--- src/rtl/fetch_stage.sv ---
// rtl/fetch_stage.sv - instruction fetch front end: credit-limited imem requests, tagged fetch queue, redirect flush
// Optional build macro FETCH_PERF_CNT_EN adds stall_cycles/flush_count outputs.
module fetch_stage #(
  parameter int              PC_W     = 16,
  parameter int              INST_W   = 24,
  parameter int              DEPTH    = 4,
  parameter logic [PC_W-1:0] RESET_PC = '0
) (
  input  logic              clk,
  input  logic              rst,
  output logic              imem_req_valid,
  input  logic              imem_req_ready,
  output logic [PC_W-1:0]   imem_req_addr,
  input  logic              imem_rsp_valid,
  input  logic [INST_W-1:0] imem_rsp_data,
  input  logic              redirect_valid,
  input  logic [PC_W-1:0]   redirect_pc,
  input  logic              stall,
  output logic [INST_W-1:0] inst,
  output logic [PC_W-1:0]   inst_pc,
  output logic              inst_valid,
  output logic [PC_W-1:0]   PC
`ifdef FETCH_PERF_CNT_EN
  ,
  output logic [15:0]       stall_cycles,
  output logic [15:0]       flush_count
`endif
);

  localparam int AW = $clog2(DEPTH);
  localparam int CW = AW + 1;

  logic [INST_W-1:0] data_q [DEPTH];
  logic [PC_W-1:0]   dpc_q  [DEPTH];
  logic [PC_W-1:0]   tag_q  [DEPTH];

  logic [PC_W-1:0] pc_q, pc_d;
  logic [AW-1:0]   rd_q, rd_d, wr_q, wr_d;
  logic [AW-1:0]   tag_rd_q, tag_wr_q;
  logic [CW-1:0]   count_q, count_d;
  logic [CW-1:0]   outstanding_q, outstanding_d;
  logic [CW-1:0]   discard_q, discard_d;

  logic [CW:0] in_flight;
  logic        accept, push, pop, drop;

  // Queued plus in-flight entries never exceed DEPTH, so a push always finds room.
  assign in_flight      = {1'b0, count_q} + {1'b0, outstanding_q};
  assign imem_req_valid = !rst && !redirect_valid && (in_flight < (CW+1)'(DEPTH));
  assign imem_req_addr  = pc_q;
  assign PC             = pc_q;
  assign accept         = imem_req_valid && imem_req_ready;

  assign inst_valid = !rst && (count_q != '0);
  assign inst       = inst_valid ? data_q[rd_q] : '0;
  assign inst_pc    = inst_valid ? dpc_q[rd_q] : '0;

  assign drop = redirect_valid || (discard_q != '0);
  assign push = imem_rsp_valid && !drop;
  assign pop  = inst_valid && !stall && !redirect_valid;

  always_comb begin
    pc_d          = pc_q;
    rd_d          = rd_q;
    wr_d          = wr_q;
    count_d       = count_q;
    discard_d     = discard_q;
    outstanding_d = outstanding_q + CW'(accept) - CW'(imem_rsp_valid);
    if (accept) pc_d = pc_q + PC_W'(1);
    if (redirect_valid) begin
      // Everything still in flight after this cycle belongs to the squashed path.
      pc_d      = redirect_pc;
      discard_d = outstanding_d;
      rd_d      = '0;
      wr_d      = '0;
      count_d   = '0;
    end else begin
      if (imem_rsp_valid && (discard_q != '0)) discard_d = discard_q - CW'(1);
      if (push) wr_d = wr_q + AW'(1);
      if (pop)  rd_d = rd_q + AW'(1);
      count_d = count_q + CW'(push) - CW'(pop);
    end
  end

  always_ff @(posedge clk) begin
    if (rst) begin
      pc_q          <= RESET_PC;
      rd_q          <= '0;
      wr_q          <= '0;
      tag_rd_q      <= '0;
      tag_wr_q      <= '0;
      count_q       <= '0;
      outstanding_q <= '0;
      discard_q     <= '0;
    end else begin
      pc_q          <= pc_d;
      rd_q          <= rd_d;
      wr_q          <= wr_d;
      tag_rd_q      <= tag_rd_q + AW'(imem_rsp_valid);
      tag_wr_q      <= tag_wr_q + AW'(accept);
      count_q       <= count_d;
      outstanding_q <= outstanding_d;
      discard_q     <= discard_d;
    end
  end

  // Tag queue tracks every issued address, squashed or not, so it stays aligned with responses.
  always_ff @(posedge clk) begin
    if (accept) tag_q[tag_wr_q] <= pc_q;
    if (push) begin
      data_q[wr_q] <= imem_rsp_data;
      dpc_q[wr_q]  <= tag_q[tag_rd_q];
    end
  end

`ifdef FETCH_PERF_CNT_EN
  logic [15:0] stall_cycles_q, flush_count_q;

  always_ff @(posedge clk) begin
    if (rst) begin
      stall_cycles_q <= '0;
      flush_count_q  <= '0;
    end else begin
      if (inst_valid && stall && (stall_cycles_q != 16'hFFFF))
        stall_cycles_q <= stall_cycles_q + 16'd1;
      if (redirect_valid && (flush_count_q != 16'hFFFF))
        flush_count_q <= flush_count_q + 16'd1;
    end
  end

  assign stall_cycles = stall_cycles_q;
  assign flush_count  = flush_count_q;
`endif

endmodule

--- config.mk ---
export PLATFORM = sky130hd
export DESIGN_NAME = fetch_stage
export DESIGN_NICKNAME = d
export VERILOG_FILES = /design/src/rtl/fetch_stage.sv
export SDC_FILE = /design/constraint.sdc
export NUM_CORES = 1
export LEC_CHECK = 0
export CORE_MARGIN = 3
export CORE_UTILIZATION = 44
export DETAILED_ROUTE_END_ITERATION = 10
export HOLD_SLACK_MARGIN = 0.12
export PLACE_DENSITY_LB_ADDON = 0.25
export SYNTH_ARGS = -nofsm -noshare
export SYNTH_HDL_FRONTEND = slang
export SYNTH_SLANG_ARGS = --single-unit
--- constraint.sdc ---
create_clock -name clk -period 3.8 [get_ports clk]
set_input_delay 0.95 -clock clk [delete_from_list [all_inputs] [get_ports clk]]
set_output_delay 0.95 -clock clk [all_outputs]
set_load 0.02 [all_outputs]
==> reports/metrics.csv <==
stage,metric,value,unit
cts,clock tree sinks,259,
critical_path,Setup CP Type,in -> out,
critical_path,Crit. End Element,output pin,
detailed_routing,Initial DRT Pass Iterations,4,
min_path,Hold Path Depth,2,
final_layout,Layout area overhead,23.7,%
final_layout,final core occ,0.560,
cts,cts repair resizes,0,
die,standard-cell rows,55,
global_routing,first-pass GRT wire length,31.9,mm
placed_design,buffers added on ports,119,
final_layout,fillers,1767,
power,Int Pwr,4.90,mW
sta,Max Freq,0.276,GHz
detailed_routing,DR WL/cell,18.7,µm
power,Gate power share,0.085,
detailed_routing,Vias/cell,5.30,
sta,skew final,0.0122,ns
detailed_routing,routed wire length,19.4,mm
critical_path,reg2reg end,discard_q[2],
detailed_routing,drt initial violations,328,
critical_path,worst endpoint required time,2.85,ns
power,clock share of power,0.393,
detailed_routing,Post-DRT Antenna Nets,0,
critical_path,Worst EP arrival,2.68,ns
cts,post-CTS setup buffers,0,
sta,Slew @ Worst Pin,1.13,ns
power,pwr dens,490,nW/µm²
global_routing,Total GRT Usage,0.155,
logic_synthesis,sequential fraction of the synthesis area,0.717,
sta,Tmin final,3.63,ns
placed_design,Place WS,0.143,ns
cts,worst-skew pair later-pin latency,0.53,ns
final_layout,antenna cell count,0,
power,P_sw,1.38,mW
critical_path,CP Launch Point,rst,
critical_path,cells on worst reg2reg path,10,
sta,endpoints failing setup,0,
die,Die Span X,159,µm
logic_synthesis,post-synth top area share,0.649,
final_layout,Nets,768,
logic_synthesis,Post-synth top cells,"edfxtp_1, mux4_2, and2_1",
die,# IOs,120,
logic_synthesis,post-synthesis average cell area,18.0,µm²
sta,Setup WS post-layout,0.171,ns
sta,Slew HR,0.243,
critical_path,startpoint types,primary input,
logic_synthesis,number of flops mapped to enable cells by yosys,224,
cts,Hold Buf Count CTS,0,
logic_synthesis,library cells used by synthesis,47,
cts,clock-pin slew on the worst setup and hold paths,0.06,ns
logic_synthesis,Syn Inst Count,577,
global_routing,initial antenna violation count,0,
final_layout,Final Cell Area,12800,µm²
placed_design,routability cong.,0.858,
logic_synthesis,Synth Cell Area,10400,µm²
run_status,outcome,finished clean,
logic_synthesis,syn nets,640,
critical_path,Critical Path End,inst_pc[4],
sta,Pins Over Slew Limit,0,
die,core area,22900,µm²
power,switching share of total power,0.220,
global_routing,vias in the first global route,5958,
power,overall power,6.28,mW
power,maximum VDD drop,281,µV
die,die height,159,µm
cts,H-Tree Depth,1,
cts,clock tree buffer depth,3,
final_layout,area taken by multi-input logic gates,2670,µm²
job,MaxCap Viol Count,0,
logic_synthesis,Yosys reg bits,259,
die,Die Area,25400,µm²
logic_synthesis,Synth Flop Type,edfxtp_1,
critical_path,R2R setup slack,0.96,ns
detailed_routing,Remaining DRCs,0,
sta,RSZ-0062 raised after global routing,false,
logic_synthesis,"top cells by area, synth","edfxtp_1, mux4_2, dfxtp_1",
die,Initial Util,0.452,
final_layout,share of cells above drive strength 1,0.179,
placed_design,DPL Wire Length,11.8,mm
power,Reg power frac,0.522,
final_layout,Reg area,7430,µm²
cts,CTS root buf,clkbuf_16,
logic_synthesis,Synth area leader,edfxtp_1,
sta,Final TNS setup,0,ns
global_routing,GRT overflow,0,
sta,Tcrit/Tclk final,0.955,
detailed_routing,vias after detailed routing,5503,
placed_design,DP Area,12000,µm²
logic_synthesis,total number of yosys warnings,0,
cts,TritonCTS Buffers,27,
cts,CTS tree,built,
min_path,worst min path class,reg -> reg,
sta,Final Hold Fails,0,
critical_path,CP Max Fanout,41,
power,Leak Pwr,4.14,nW
logic_synthesis,most frequent cell after synthesis,edfxtp_1,
logic_synthesis,Async SR Flop Fraction,0,
critical_path,worst flop-to-flop path startpoint,count_q[1],
global_routing,largest net degree at the start of global routing,42,
critical path, cell delays in order:
cell	delay [ns]
clkdlybuf4s50_1	0.50
nor2_2	0.20
buf_12	0.19
and2_1	0.20
clkdlybuf4s50_1	0.61
stage by stage:
| stage | hold WS, ns | instances |
|---|---|---|
| floorplan | 0.490 | 577 |
| global placement | 0.503 | 989 |
| detailed placement | 0.528 | 989 |
| CTS | 0.538 | 1039 |
| global route | 0.558 | 1039 |
| finish | 0.537 | 1039 |
sequential cells by signal, summed over array words and instances, names as in the netlist, named ones only:
name / flops
data_q: 96
dpc_q: 64
outstanding_q: 3
count_q: 3
tag_q: 64
PC: 16
tag_wr_q: 2
tag_rd_q: 2
rd_q: 2
discard_q: 3
wr_q: 2
worst min-delay path by stage:
stage / slack (ns) / to / from
6_report: 0.54 / flop / rd_q[1]
5_1_grt: 0.56 / flop / rd_q[1]
4_1_cts: 0.54 / flop / rd_q[1]
3_5_place_dp: 0.53 / flop / rd_q[1]
3_3_place_gp: 0.50 / flop / rd_q[1]
2_1_floorplan: 0.49 / flop / rd_q[1]
power by group through the flow:
stage                     Combinational [mW]  Sequential (mW)  Clock (mW)
after floorplan                        0.333             3.32           0
after global placement                 0.520             3.33           0
after detailed placement               0.537             3.34           0
after CTS                              0.542             3.28        2.53
after global routing                   0.585             3.30        2.63
final                                  0.535             3.28        2.47
cell usage in the layout, fill, tap and decap left out, types with 5 or more instances in the layout:
cell             instances
or3_1                    6
inv_1                   17
o211ai_1                 6
and3_1                   5
dfxtp_1                 33
edfxtp_1               224
buf_12                   6
mux4_2                  56
nand2_1                 17
nor3_1                  10
clkdlybuf4s50_1        119
nand4_1                  6
ha_1                    15
a31oi_1                  7
nand3_1                  6
a21oi_1                 11
clkinv_1                 7
nor2_1                  16
and2_1                  41
buf_4                   14
clkbuf_16               27
xnor2_1                 10
metal layers:
| layer | track usage | routed length [µm] | up-vias |
|---|---|---|---|
| met5 | 0 | 0 | - |
| met2 | 0.264 | 9380 | 208 |
| met3 | 0.0299 | 1130 | 34 |
| met1 | 0.208 | 8560 | 2757 |
| met4 | 0.0350 | 369 | 0 |
| li1 | - | - | 2504 |
cell families (layout without fill, tap and decap cells):
family / after synthesis / count (layout) / synth area share
compound gates: 43 / 43 / 0.0283
xor+xnor: 11 / 11 / 0.00930
fa+ha+maj: 17 / 17 / 0.0220
buf+inv: 58 / 207 / 0.0276
flops: 259 / 259 / 0.717
mux: 59 / 59 / 0.125
simple gates: 130 / 130 / 0.0715
final cells by class:
class                   instances  area share
flip-flops and latches        259       0.580
inverters                      18     0.00527
clock buffers                  34      0.0571
multi-input cells             260       0.208
clock inverters                16     0.00907
well taps                     313      0.0305
repair buffers                139       0.110
No activity file was read; power rests on OpenSTA's default activity.
